### config.mk
export PLATFORM = sky130hd
export DESIGN_NAME = fm_guard_receiver
export DESIGN_NICKNAME = d
export VERILOG_FILES = /design/src/rtl/fm_guard_receiver.sv
export SDC_FILE = /design/constraint.sdc
export NUM_CORES = 1
export LEC_CHECK = 0
export CAP_MARGIN = 20
export CORE_MARGIN = 4
export CORE_UTILIZATION = 40
export CTS_CLUSTER_DIAMETER = 100
export DETAILED_ROUTE_END_ITERATION = 10
export PLACE_DENSITY_LB_ADDON = 0.05
export SLEW_MARGIN = 20
export SYNTH_ARGS = -nofsm -noshare
export SYNTH_HDL_FRONTEND = slang
export SYNTH_SLANG_ARGS = --single-unit
### constraint.sdc
create_clock -name clk -period 5.9 [get_ports clk]
set_input_delay 1.77 -clock clk [delete_from_list [all_inputs] [get_ports clk]]
set_output_delay 1.77 -clock clk [all_outputs]
set_load 0.05 [all_outputs]
### src/rtl/fm_guard_receiver.sv
// fm_guard_receiver
//   Sink end of the write-back interface. One command covers one layer's output
//   plane. The receiver takes an 8-bit feature-map byte stream and a 6-bit guard
//   stream, each with its own valid/ready handshake. It packs each stream into
//   words and writes them to the FM SRAM and the guard SRAM. A single done pulse
//   follows once both streams are complete and every partial word is written.
// Ports
//   clk, rst_n                          clock, asynchronous active-low reset
//   start                               command pulse, sampled only in IDLE
//   pace_i, guard_num_i                 element counts for the command
//   fm_base_i, guard_base_i             first word address of each SRAM
//   data_i/data_i_valid/fm_buf_ready    FM byte stream
//   guard_i/guard_i_valid/guard_buf_ready  guard stream
//   fm_wr_en/fm_wr_addr/fm_wr_data      FM SRAM write port
//   guard_wr_en/guard_wr_addr/guard_wr_data  guard SRAM write port
//   busy, done                          command status

// fm_guard_packer
//   Per-stream element counter, lane packer and SRAM write register. It is
//   instantiated once for the FM stream and once for the guard stream.
// Ports
//   load_i latches limit_i/base_i; active_i enables the handshake;
//   reached_o shows that the element count equals the limit; wr_*_o is the
//   registered SRAM write.
module fm_guard_packer #(
    parameter int W     = 8,
    parameter int N     = 4,
    parameter int DEPTH = 1024,
    localparam int AW   = $clog2(DEPTH),
    localparam int LW   = $clog2(N)
) (
    input  logic            clk,
    input  logic            rst_n,
    input  logic            load_i,
    input  logic            active_i,
    input  logic [15:0]     limit_i,
    input  logic [AW-1:0]   base_i,
    input  logic [W-1:0]    elem_i,
    input  logic            valid_i,
    output logic            ready_o,
    output logic            reached_o,
    output logic            wr_en_o,
    output logic [AW-1:0]   wr_addr_o,
    output logic [N*W-1:0]  wr_data_o
);
    logic [15:0]           limit_q, cnt_q;
    logic [LW-1:0]         lane_q;
    logic [N-1:0][W-1:0]   pack_q, word_d;
    logic [AW-1:0]         ptr_q, wr_addr_q;
    logic [N*W-1:0]        wr_data_q;
    logic                  wr_en_q;
    logic                  take, flush;

    assign ready_o   = active_i && (cnt_q < limit_q);
    assign reached_o = (cnt_q == limit_q);
    assign take      = ready_o && valid_i;
    // take implies limit_q >= 1, so limit_q - 1 cannot underflow here.
    assign flush     = take && ((lane_q == LW'(N - 1)) || (cnt_q == limit_q - 16'd1));

    // Lanes above the current one are still zero, because the pack register is
    // cleared on every flush. A short final word is therefore zero-padded.
    always_comb begin
        word_d         = pack_q;
        word_d[lane_q] = elem_i;
    end

    always_ff @(posedge clk or negedge rst_n) begin
        if (!rst_n) begin
            limit_q   <= '0;
            cnt_q     <= '0;
            lane_q    <= '0;
            pack_q    <= '0;
            ptr_q     <= '0;
            wr_addr_q <= '0;
            wr_data_q <= '0;
            wr_en_q   <= 1'b0;
        end else begin
            wr_en_q <= flush;
            if (load_i) begin
                limit_q <= limit_i;
                cnt_q   <= '0;
                lane_q  <= '0;
                pack_q  <= '0;
                ptr_q   <= base_i;
            end else if (take) begin
                cnt_q <= cnt_q + 16'd1;
                if (flush) begin
                    lane_q    <= '0;
                    pack_q    <= '0;
                    wr_data_q <= word_d;
                    wr_addr_q <= ptr_q;
                    ptr_q     <= (ptr_q == AW'(DEPTH - 1)) ? '0 : ptr_q + AW'(1);
                end else begin
                    lane_q <= lane_q + LW'(1);
                    pack_q <= word_d;
                end
            end
        end
    end

    assign wr_en_o   = wr_en_q;
    assign wr_addr_o = wr_addr_q;
    assign wr_data_o = wr_data_q;
endmodule

module fm_guard_receiver #(
    parameter int FM_WORD_BYTES  = 4,
    parameter int GUARD_PER_WORD = 4,
    parameter int FM_DEPTH       = 1024,
    parameter int GUARD_DEPTH    = 1024,
    localparam int FAW           = $clog2(FM_DEPTH),
    localparam int GAW           = $clog2(GUARD_DEPTH)
) (
    input  logic                          clk,
    input  logic                          rst_n,
    input  logic                          start,
    input  logic [15:0]                   pace_i,
    input  logic [15:0]                   guard_num_i,
    input  logic [FAW-1:0]                fm_base_i,
    input  logic [GAW-1:0]                guard_base_i,
    input  logic [7:0]                    data_i,
    input  logic                          data_i_valid,
    output logic                          fm_buf_ready,
    input  logic [5:0]                    guard_i,
    input  logic                          guard_i_valid,
    output logic                          guard_buf_ready,
    output logic                          fm_wr_en,
    output logic [FAW-1:0]                fm_wr_addr,
    output logic [8*FM_WORD_BYTES-1:0]    fm_wr_data,
    output logic                          guard_wr_en,
    output logic [GAW-1:0]                guard_wr_addr,
    output logic [6*GUARD_PER_WORD-1:0]   guard_wr_data,
    output logic                          busy,
    output logic                          done
);
    typedef enum logic [1:0] {IDLE, RECV, DONE} state_e;
    state_e state_q, state_d;
    logic   load, active, fm_reached, g_reached;

    assign load   = (state_q == IDLE) && start;
    assign active = (state_q == RECV);

    always_ff @(posedge clk or negedge rst_n) begin
        if (!rst_n) state_q <= IDLE;
        else        state_q <= state_d;
    end

    // Each packer raises its write strobe on the same edge at which its count
    // reaches the limit. Leaving RECV once both counts are reached therefore
    // places DONE in the cycle after the final write pulse.
    always_comb begin
        state_d = state_q;
        case (state_q)
            IDLE:    if (start) state_d = RECV;
            RECV:    if (fm_reached && g_reached) state_d = DONE;
            DONE:    state_d = IDLE;
            default: state_d = IDLE;
        endcase
    end

    assign busy = (state_q != IDLE);
    assign done = (state_q == DONE);

    fm_guard_packer #(.W(8), .N(FM_WORD_BYTES), .DEPTH(FM_DEPTH)) u_fm (
        .clk(clk), .rst_n(rst_n), .load_i(load), .active_i(active),
        .limit_i(pace_i), .base_i(fm_base_i), .elem_i(data_i), .valid_i(data_i_valid),
        .ready_o(fm_buf_ready), .reached_o(fm_reached), .wr_en_o(fm_wr_en),
        .wr_addr_o(fm_wr_addr), .wr_data_o(fm_wr_data)
    );

    fm_guard_packer #(.W(6), .N(GUARD_PER_WORD), .DEPTH(GUARD_DEPTH)) u_guard (
        .clk(clk), .rst_n(rst_n), .load_i(load), .active_i(active),
        .limit_i(guard_num_i), .base_i(guard_base_i), .elem_i(guard_i), .valid_i(guard_i_valid),
        .ready_o(guard_buf_ready), .reached_o(g_reached), .wr_en_o(guard_wr_en),
        .wr_addr_o(guard_wr_addr), .wr_data_o(guard_wr_data)
    );
endmodule

Word-level counts from Yosys, hierarchy flattened

Index checks and enable logic that the tools add are counted.
Widths: inputs -> output; s select.

Add/sub/neg operators: 8
$lt $le $gt $ge: 6
Equal/unequal tests: 12
Multiplexer cells: 33
Bitwise logic cells: 1
Reductions and logical operators: 23

Operator list:

| cell                  | number |
|---|---|
| $mux 32               | 3 |
| $mux 10               | 8 |
| $mux 24               | 3 |
| $eq 16x16->1          | 4 |
| $mux 16               | 4 |
| $add 16x1->16 const B | 2 |
| $bwmux 32             | 1 |
| $lt 16x16->1          | 2 |
| $sub 16x1->16 const B | 2 |
| $bwmux 24             | 1 |
| $add 10x1->10 const B | 2 |
| $eq 10x10->1 const B  | 2 |
| $demux 8 s2           | 1 |
| $mux 2                | 8 |
| $demux 6 s2           | 1 |
| $logic_and 1x1->1     | 10 |
| $reduce_bool 2->1     | 5 |
| $mux 8                | 1 |
| $eq 2x2->1 const B    | 3 |
| $lt 2x3->1 const B    | 2 |
| $mux 6                | 1 |
| $reduce_and 2->1      | 3 |
| $reduce_and 3->1      | 2 |
| $add 2x1->2 const B   | 2 |
| other kinds (7)       | 10 |

Bits in registers: 224
Bits of input ports: 71
Output and inout bits: 82

Longest topological paths before layout

Depth in word-level cells: 8
Mapped depth: 14

Modules after synthesis

From an unflattened synthesis, not the netlist that was laid out.

Cells, all modules: 1168
Area, all modules: 12164.2 um2

By module, submodules not included:

| module                    | instances | cells each | area an instance (um2) |
|---|---|---|---|
| fm_guard_packer (u_fm)    | 1         | 576        | 6357.3 |
| fm_guard_packer (u_guard) | 1         | 582        | 5708.0 |
| fm_guard_receiver         | 1         | 10         | 98.8 |

Worst setup path before layout

OpenSTA, ideal clock, no wires.

Path type: flip-flop to output port
Start point: register u_fm.limit_q[6]
End point: output fm_buf_ready
Arrival: 2907 ps
Path slack: 1223 ps
Cell stages (with the launch flop): 8
Path through: dfrtp_1 -> buf_2 -> inv_1 -> ha_1 -> a21o_1 -> a221oi_1 -> o22ai_1 -> nor4_1

Word-level cells in the longest chain between the ends: 2

Ends and longest elaborated chain:

| element                  | line | RTL |
|---|---|---|
| start: declaration       | 46   | `logic [15:0] limit_q, cnt_q;` |
| start signal: assignment | 80   | `limit_q <= limit_i;` |
| $lt 16x16->1             | 54   | `assign ready_o = active_i && (cnt_q < limit_q);` |
| $logic_and 1x1->1        | 54   |  |
| end: declaration         | 123  | `output logic fm_buf_ready,` |

Every way passes these cells.

Worst setup path in the final report

Ends and elaborated chain as after synthesis.

==> reports/metrics.yaml <==
status: "completed"
hold_slack_ns: 0.464
synthesis.area_mm2: 0.0120
drc_errors: 0
ys_ff_latch: 224
synthXorXnorAreaFrac_pct: 4.58
grt_start_max_net_pins: 118
finalCritPeriodShare_pct: 87.4
cts_root_buffer: "clkbuf_16"
powerDensity_mw_per_mm2: 430
ir_worst_vdd_mv: 0.354
cts_hold_buf: 0
cp-end-kind: "primary output"
fin_worst_skew_ns: 0.0198
cts_buffer_depth: 3
synth.area.mux_share_pct: 4.22
fin_area_mm2: 0.0147
tightest_slew_ns: 1.00
path_max_fanout: 9
synth.avg_cell_area_um2: 8.99
fill_cells: 2795
synth_edf_count: 0
core_mm2: 0.0297
fin_util_pct: 49.5
numCtsBuffers: 26
ys_warn_count: 0
antenna_found_initial: 1
hpwl_mm: 22.0
critPathLaunchType: "register"
die_area_mm2: 0.0330
cap_viol_max_count: 0
gp_congestion: 0.819
die_w_um: 182
holdCritPathClass: "reg -> reg"
syn-num-nets: 1458
cts_sinks: 224
place_inst: 1811
layout.cells.non_filler: 1859
antenna_left: 0
drt_wl_total_mm: 32.7
max_clock_freq_mhz: 194
drive_above_1_share_pct: 6.06
clk_latency_ns: 0.54
htreeDepth: 1
synth_compound_area_share_pct: 12.8
finalSetupViolations: 0
synth.top_cell.area_share_pct: 46.5
fp-row-count: 63
crit_type: "reg -> out"
grt_pass1_wl_mm: 53.4
track_usage_pct: 19.4
worst_slack_ns: 0.745
area_growth_syn_to_layout_pct: 22.1
portBuffers: 152
synthAdderAreaFrac_pct: 4.78
synth_async_sr_flop_share_pct: 100
synthSimpleGateAreaFrac_pct: 21.7
rsz0062_at_grt: "no"
drtIter0Drc: 598
synth.distinct_cells: 60
drtPass1Iterations: 5
total_power_mw: 6.33
dieHeight_um: 182
start_util_pct: 40.5
vias_per_cell: 5.36
ios: 153
tns_ns: 0
dpl_cell_area_mm2: 0.0138
ys.flop_type: "dfrtp_1"
synth_top_area_cell: "dfrtp_1"
cts_tree: "built"
post_cts_buffers: 0
ys_seq_area_share_pct: 46.5
pre_cts_ws_ns: 1.18
final_nets: 1566
cp.arrival_ns: 3.39
yosys-top-cells-area: "dfrtp_1 47%, nand2_1 7.7%, ha_1 4.8%, o21ai_0 3.7%, xnor2_1 3.1%"
clk_pin_slew_worst_paths_ns: 0.06
grt_pass1_vias: 9958
postSynthCellCount: 1341
synth_top_family_by_area: "simple AND/OR/NAND/NOR gates"
avgRoutedWirePerCell_um: 17.6
cts_resized: 0
grt_overflow: 0
slew_viol_final: 0
routed-via-count: 9955
p_leak_nw: 6.48
period_minus_slack_ns: 5.16
slew-limit-headroom_pct: 32.9
hold_viol: 0
crit_required_ns: 4.13
==> path summary, 6_finish.rpt <==
kind                                                 from                             end  slack, ns  cells past startpoint
max                           u_fm.limit_q[6]$_DFFE_PN0P_                    fm_buf_ready       0.74                      7
min                        u_fm.wr_data_o[14]$_DFFE_PN0P_  u_fm.wr_data_o[14]$_DFFE_PN0P_       0.46                      2
max reg2reg                u_guard.limit_q[3]$_DFFE_PN0P_    u_guard.ptr_q[2]$_DFFE_PN0P_       1.85                      8
max in group asynchronous                           rst_n  u_fm.wr_data_o[26]$_DFFE_PN0P_       3.35                      2
min reg2reg                u_fm.wr_data_o[14]$_DFFE_PN0P_  u_fm.wr_data_o[14]$_DFFE_PN0P_       0.46                      2
min in group asynchronous                           rst_n    u_fm.limit_q[10]$_DFFE_PN0P_       1.31                      1
==> worst max-delay path, stage by stage, from the launching register on <==
cell and delay (ns):
dfrtp_1 0.48, inv_1 0.10, ha_1 0.29, a21o_1 0.18
a221oi_1 0.30, o22ai_1 0.18, nor4_1 0.42, clkdlybuf4s50_1 0.90
==> sequential cells by signal, indices dropped and copies added, names as in the netlist, 16 cells and up <==
| name | flops |
|---|---|
| u_guard.pack_q | 24 |
| u_guard.wr_data_o | 24 |
| u_fm.cnt_q | 16 |
| u_guard.limit_q | 16 |
| u_fm.pack_q | 32 |
| u_guard.cnt_q | 16 |
| u_fm.limit_q | 16 |
| u_fm.wr_data_o | 32 |
==> area by class of cell <==
cell class	instances	area [µm²]	area share [%]
Antenna cell	1	2.50	0.0170
Sequential cell	224	5610	38.1
Timing Repair Buffer	164	1620	11.0
Clock inverter	7	121	0.825
Inverter	80	300	2.04
Clock buffer	40	773	5.25
Multi-Input combinational cell	953	5810	39.5
Tap cell	390	488	3.32
==> cell usage in the layout (no fill, tap or decap), drive strengths merged, types with 35 or more instances in the layout <==
cell and instances:
ha 46, a21oi 48, o21ai 91, nand3 36, clkbuf 40, nor2 99, nand2 247, dfrtp 224
nand4 40, clkdlybuf4s50 151, xnor2 43, mux2i 35, inv 80
==> cell families (layout without fill, tap and decap cells) <==
group           Yosys count  in the layout
other cells               0              1
simple gates            549            549
compound gates          246            246
flops                   224            224
buf+inv                 164            291
xor+xnor                 63             63
fa+ha+maj                46             46
mux                      49             49
==> layer usage <==
metal | global-route usage, % | part of all wire (%) | vias to the layer above
met5 | 0 | 0 | -
met4 | 5.07 | 2.3 | 0
met3 | 4.15 | 5.5 | 45
met2 | 30.1 | 45 | 219
met1 | 27.7 | 47 | 4827
li1 | - | - | 4864
==> synth_stat cells, drive strengths merged (27+ instances only) <==
| cell | number |
|---|---|
| xnor2 | 43 |
| o21ai | 91 |
| nand3 | 36 |
| clkbuf | 57 |
| nand2 | 247 |
| inv | 80 |
| buf | 27 |
| nand4 | 40 |
| a31oi | 30 |
| dfrtp | 224 |
| nor2 | 99 |
| ha | 46 |
| mux2i | 35 |
| a21oi | 48 |
==> where the power goes <==
group / internal, mW / switching [mW] / total (mW)
combinational: 0.857 / 1.54 / 2.40
sequential: 1.95 / 0.305 / 2.25
clock: 1.03 / 0.654 / 1.68
Note: power is estimated with default switching activity, not from simulation.
